`src/rtl/cu_pkg.sv`:
```
// Shared types for the processor control unit: opcodes, FSM state encodings, ALU selects.
// The CU_JUMP_EN macro adds the JMP opcode and the JMP/JWAIT states.
package cu_pkg;

  localparam int IR_W = 16;

  typedef enum logic [3:0] {
    OP_NOOP  = 4'h0,
    OP_LOAD  = 4'h1,
    OP_STORE = 4'h2,
    OP_ADD   = 4'h3,
    OP_SUB   = 4'h4,
    OP_HALT  = 4'h5,
    OP_JMP   = 4'h6
  } opcode_t;

  // Encodings are fixed because they are visible on state_dbg.
  typedef enum logic [3:0] {
    S_INIT   = 4'd0,
    S_FETCH  = 4'd1,
    S_DECODE = 4'd2,
    S_NOOP   = 4'd3,
    S_LOAD_A = 4'd4,
    S_LOAD_B = 4'd5,
    S_STORE  = 4'd6,
    S_ADD    = 4'd7,
    S_SUB    = 4'd8,
    S_HALT   = 4'd9
`ifdef CU_JUMP_EN
    ,
    S_JMP    = 4'd10,
    S_JWAIT  = 4'd11
`endif
  } state_t;

  localparam logic [1:0] ALU_PASS = 2'd0;
  localparam logic [1:0] ALU_ADD  = 2'd1;
  localparam logic [1:0] ALU_SUB  = 2'd2;

  // Execute state entered from DECODE; unknown opcodes fall through to NOOP.
  function automatic state_t decode_next(input logic [3:0] op);
    state_t nxt;
    nxt = S_NOOP;
    case (op)
      OP_LOAD:  nxt = S_LOAD_A;
      OP_STORE: nxt = S_STORE;
      OP_ADD:   nxt = S_ADD;
      OP_SUB:   nxt = S_SUB;
      OP_HALT:  nxt = S_HALT;
`ifdef CU_JUMP_EN
      OP_JMP:   nxt = S_JMP;
`endif
      default:  nxt = S_NOOP;
    endcase
    return nxt;
  endfunction

endpackage

```
`src/rtl/cu_fetch.sv`:
```
// Program counter (clear / load / increment, wrapping) and instruction register.
module cu_fetch
  import cu_pkg::*;
#(
  parameter int PC_W = 8
) (
  input  logic            clk,
  input  logic            reset,
  input  logic            pcClear,
  input  logic            pcInc,
  input  logic            pcLoad,
  input  logic [PC_W-1:0] pcLoadVal,
  input  logic            irLoad,
  input  logic [IR_W-1:0] irIn,
  output logic [PC_W-1:0] pc,
  output logic [IR_W-1:0] ir
);

  always_ff @(posedge clk) begin
    if (reset) begin
      pc <= '0;
      ir <= '0;
    end else begin
      if (pcClear)     pc <= '0;
      else if (pcLoad) pc <= pcLoadVal;
      else if (pcInc)  pc <= pc + PC_W'(1);
      if (irLoad) ir <= irIn;
    end
  end

endmodule

```
`src/rtl/proc_control_unit.sv`:
```
// Instruction-sequencing FSM of the 16-bit processor: fetch, decode, drive RF/dmem/ALU controls.
// Define CU_JUMP_EN to enable the JMP opcode (0x6) with its JMP/JWAIT states.
module proc_control_unit
  import cu_pkg::*;
#(
  parameter int PC_W    = 8,
  parameter int DADDR_W = 8,
  parameter int RADDR_W = 4
) (
  input  logic               clk,
  input  logic               reset,
  output logic [PC_W-1:0]    imem_addr,
  input  logic [15:0]        imem_rdata,
  output logic [DADDR_W-1:0] dmem_addr,
  output logic               dmem_wr,
  output logic               rf_wr,
  output logic [RADDR_W-1:0] rf_wr_addr,
  output logic [RADDR_W-1:0] rf_rd_addr_a,
  output logic [RADDR_W-1:0] rf_rd_addr_b,
  output logic               rf_wr_sel,
  output logic [1:0]         alu_op,
  output logic               halted,
  output logic [3:0]         state_dbg
);

  state_t          state;
  logic [PC_W-1:0] pc;
  logic [15:0]     ir;
  logic            pcClear;
  logic            pcInc;
  logic            pcLoad;
  logic            irLoad;

  always_comb begin
    pcClear = (state == S_INIT);
    pcInc   = (state == S_FETCH);
    irLoad  = (state == S_FETCH);
`ifdef CU_JUMP_EN
    pcLoad  = (state == S_JMP);
`else
    pcLoad  = 1'b0;
`endif
  end

  cu_fetch #(.PC_W(PC_W)) u_fetch (
    .clk       (clk),
    .reset     (reset),
    .pcClear   (pcClear),
    .pcInc     (pcInc),
    .pcLoad    (pcLoad),
    .pcLoadVal (ir[PC_W-1:0]),
    .irLoad    (irLoad),
    .irIn      (imem_rdata),
    .pc        (pc),
    .ir        (ir)
  );

  always_ff @(posedge clk) begin
    if (reset) begin
      state <= S_INIT;
    end else begin
      case (state)
        S_INIT:   state <= S_FETCH;
        S_FETCH:  state <= S_DECODE;
        S_DECODE: state <= decode_next(ir[15:12]);
        S_LOAD_A: state <= S_LOAD_B;
        S_HALT:   state <= S_HALT;
`ifdef CU_JUMP_EN
        S_JMP:    state <= S_JWAIT;
        S_JWAIT:  state <= S_FETCH;
`endif
        default:  state <= S_FETCH;
      endcase
    end
  end

  // Write strobes are masked by reset so an in-flight instruction never commits on a reset edge.
  always_comb begin
    imem_addr    = pc;
    dmem_addr    = ir[11:4];
    rf_wr_addr   = ir[3:0];
    rf_rd_addr_a = (state == S_STORE) ? ir[3:0] : ir[11:8];
    rf_rd_addr_b = ir[7:4];
    rf_wr        = !reset && (state == S_LOAD_B || state == S_ADD || state == S_SUB);
    dmem_wr      = !reset && (state == S_STORE);
    rf_wr_sel    = (state == S_LOAD_B);
    alu_op       = ALU_PASS;
    if (state == S_ADD) alu_op = ALU_ADD;
    if (state == S_SUB) alu_op = ALU_SUB;
    halted       = (state == S_HALT);
    state_dbg    = state;
  end

endmodule

```
`config.mk`:
```
export PLATFORM = sky130hd
export DESIGN_NAME = proc_control_unit
export DESIGN_NICKNAME = d
export VERILOG_FILES = /design/src/rtl/cu_pkg.sv /design/src/rtl/cu_fetch.sv /design/src/rtl/proc_control_unit.sv
export SDC_FILE = /design/constraint.sdc
export NUM_CORES = 1
export LEC_CHECK = 0
export CORE_MARGIN = 10
export CORE_UTILIZATION = 43
export DETAILED_ROUTE_END_ITERATION = 10
export PLACE_DENSITY = 0.8
export SLEW_MARGIN = 20
export SYNTH_ARGS = -nofsm -noshare
export SYNTH_HDL_FRONTEND = slang
export SYNTH_SLANG_ARGS = --single-unit
```
`constraint.sdc`:
```
create_clock -name clk -period 2.16 [get_ports clk]
set_input_delay 0.432 -clock clk [delete_from_list [all_inputs] [get_ports clk]]
set_output_delay 0.432 -clock clk [all_outputs]
set_load 0.1 [all_outputs]
```
==> impl_metrics.json <==
{
  "finalCritPeriodShare_pct": 96.7,
  "synth-seq-cells": 28,
  "synth_cell_types": 36,
  "grt-ovfl-total": 0,
  "finalHoldViolCount": 0,
  "num_vias": 1245,
  "setup_viol": 0,
  "ant_nets": 0,
  "insertion_delay_ns": 0.32,
  "first_pass_iters": 4,
  "clkSlewWorstSetupHoldPaths_ns": 0.14,
  "cts_buffers": 3,
  "crit_path_start_kind": "flop",
  "diodes": 0,
  "finalCriticalPeriod_ns": 2.09,
  "worst_ep_arrival_time_ns": 1.66,
  "cp_slowest_cell": "dfxtp_4",
  "via_per_inst": 4.96,
  "slew_violations": 0,
  "area_delta_synth_final_pct": 44.1,
  "core-area_um2": 3080,
  "ys_seq_area_share_pct": 40.2,
  "start_util_pct": 45.3,
  "postSynth.asyncResetShare_pct": 0,
  "grt_pass1_vias": 1193,
  "status": "finished, final reports clean",
  "rows": 20,
  "nets": 227,
  "root_buffer": "clkbuf_4",
  "regArea_um2": 576,
  "cts.path.max_buffers": 2,
  "dieArea_um2": 5920,
  "slew_headroom_pct": 71.4,
  "grt_pass1_wl_mm": 5.78,
  "path_class": "flop to output pin",
  "pwr_density_cell_nw_per_um2": 709,
  "die_x_um": 77.0,
  "p_leak_uw": 0.000765,
  "cts_tree": "yes",
  "finClkSkew_ns": 0.00206,
  "grt_usage_pct": 11.4,
  "finalWirelength_mm": 3.58,
  "synth_area_um2": 1400,
  "boundaryPins": 56,
  "dp_cells": 247,
  "fin_cells": 251,
  "end_kind": "output pin",
  "drcViolationCount": 0,
  "io_buffers": 55,
  "holdWs_ns": 0.487,
  "wl_per_cell_um": 14.3,
  "synth_edf_count": 0,
  "rsz0062_at_grt": "no",
  "worst_pin_slew_ns": 0.418,
  "dp.final_hpwl_mm": 2.91,
  "place.gp.congestion": 0.847,
  "required_ns": 1.73,
  "syn_area_per_cell_um2": 8.21,
  "fp.dieH_um": 77.0,
  "drv_cap": 0,
  "grt_max_degree": 18,
  "fmax_mhz": 479,
  "antenna_found_initial": 0,
  "drtIter0Drc": 57,
  "h-tree-depth": 1,
  "crit_path_max_fanout": 11,
  "nFillCells": 266,
  "syn_inst": 170,
  "yosysWarningCount": 0,
  "hold_path_class": "flop to flop",
  "max_stage_delay_ns": 0.42,
  "ys.flop_type": "dfxtp_1",
  "multi_input_area_um2": 724,
  "clock_sinks": 28,
  "worst_ir_drop_vdd_uv": 328,
  "synth_fp_nets": 189,
  "drive_gt1_share_pct": 31.4,
  "path_cells": "nor2b_4 -> and3_4 -> mux2_4 -> buf_12"
}
## synthesized netlist by cell type, types with 2 or more instances
cell type	number	area share (%)
dfxtp_1	28	40
nor3_1	2	0.72
clkbuf_1	7	1.9
or4_1	3	1.6
o31ai_1	2	1.1
nor3b_1	2	1.1
a21oi_1	23	8.3
buf_4	17	9.1
and3_1	2	0.90
nor2_1	5	1.3
o21ai_0	4	1.4
mux2_2	4	3.2
buf_6	2	1.6
nand2_1	36	9.7
or3_1	3	1.3
a2111oi_0	2	1.3
inv_1	3	0.81
nor2b_1	3	1.3
nand2b_1	3	1.3
nand3_1	3	1.1
## where the power goes
| group | internal (uW) | switching, uW | leakage, uW | total, uW |
|---|---|---|---|---|
| Clock | 67.6 | 146 | 0.0000154 | 214 |
| Sequential | 553 | 49.2 | 0.000231 | 602 |
| Combinational | 171 | 440 | 0.000518 | 611 |
## path summary, 6_finish.rpt
| kind | from | slack [ns] | to | cells after the start |
|---|---|---|---|---|
| max | state_dbg[3] | 0.07 | rf_rd_addr_a[2] | 4 |
| min | u_fetch.ir[6] | 0.49 | u_fetch.ir[6] | 2 |
| max reg2reg | state_dbg[2] | 0.23 | u_fetch.pc[5] | 4 |
| min reg2reg | u_fetch.ir[6] | 0.49 | u_fetch.ir[6] | 2 |
## placed cells by master (no fill, tap or decap), types with 2 or more instances in the layout
cell type	instances
a2111oi_0	2
a21oi_1	22
buf_12	10
buf_4	33
clkbuf_4	3
clkdlybuf4s50_1	17
dfxtp_1	24
dfxtp_4	4
inv_1	3
mux2_4	4
nand2_1	36
nand2b_1	3
nand3_1	3
nor2_1	4
nor2b_4	3
nor3_1	2
nor4b_4	2
o21ai_0	4
o31ai_1	2
or3_1	3
or4_1	3
## per-stage QoR
| stage | area (um2) | setup TNS, ns | util (%) | worst slack [ns] | total power [uW] |
|---|---|---|---|---|---|
| 6_report | 2010 | 0 | 65.3 | 0.0712 | 1430 |
| 5_1_grt | 2010 | 0 | 65.3 | 0.0176 | 1490 |
| 4_1_cts | 2010 | 0 | 65.2 | 0.0160 | 1440 |
| 3_5_place_dp | 1970 | 0 | 64.1 | 0.256 | 1230 |
| 3_3_place_gp | 1970 | 0 | 64.1 | 0.306 | 1220 |
| 2_1_floorplan | 1490 | -1.20 | - | -0.677 | 1110 |
## layer usage
layer | vias to the layer above | part of all wire, % | global-route usage [%]
li1 | 641 | - | -
met3 | 2 | 5.6 | 3.15
met4 | 0 | 0.47 | 2.79
met2 | 36 | 50 | 19.9
met1 | 566 | 44 | 13.3
met5 | - | 0 | 0
## registers in the layout, indices dropped and copies added (netlist names)
signal and count:
u_fetch.pc 8, state_dbg 4, u_fetch.ir 16
## worst max-delay path, delay by kind of cell, from the launching register on
| family | cells | cell delay (ns) |
|---|---|---|
| buf+inv | 1 | 0.17 |
| flops | 1 | 0.42 |
| mux | 1 | 0.33 |
| simple gates | 2 | 0.41 |
## logic make-up after synthesis
group / share of synthesized area (%)
compound gates: 14.5
simple gates: 25.4
xor+xnor: 1.26
mux: 3.95
flops: 40.2
fa+ha+maj: 0.897
buf+inv: 13.8
## layout make-up
type                            count  area share, %
Clock buffer                        3           1.12
Clock inverter                      1          0.187
Inverter                            3          0.560
Multi-Input combinational cell    112           36.0
Sequential cell                    28           28.6
Tap cell                           44           2.74
Timing Repair Buffer               60           30.7
## timing repair
| item | CTS | global route |
|---|---|---|
| endpoints found under the setup margin | 5 | 4 |
| gates resized for setup | 2 | 1 |
| gates cloned | 0 | 0 |
| hold buffers | 0 | 0 |
| buffers inserted | 0 | 0 |
No activity file was read; power rests on OpenSTA's default activity.
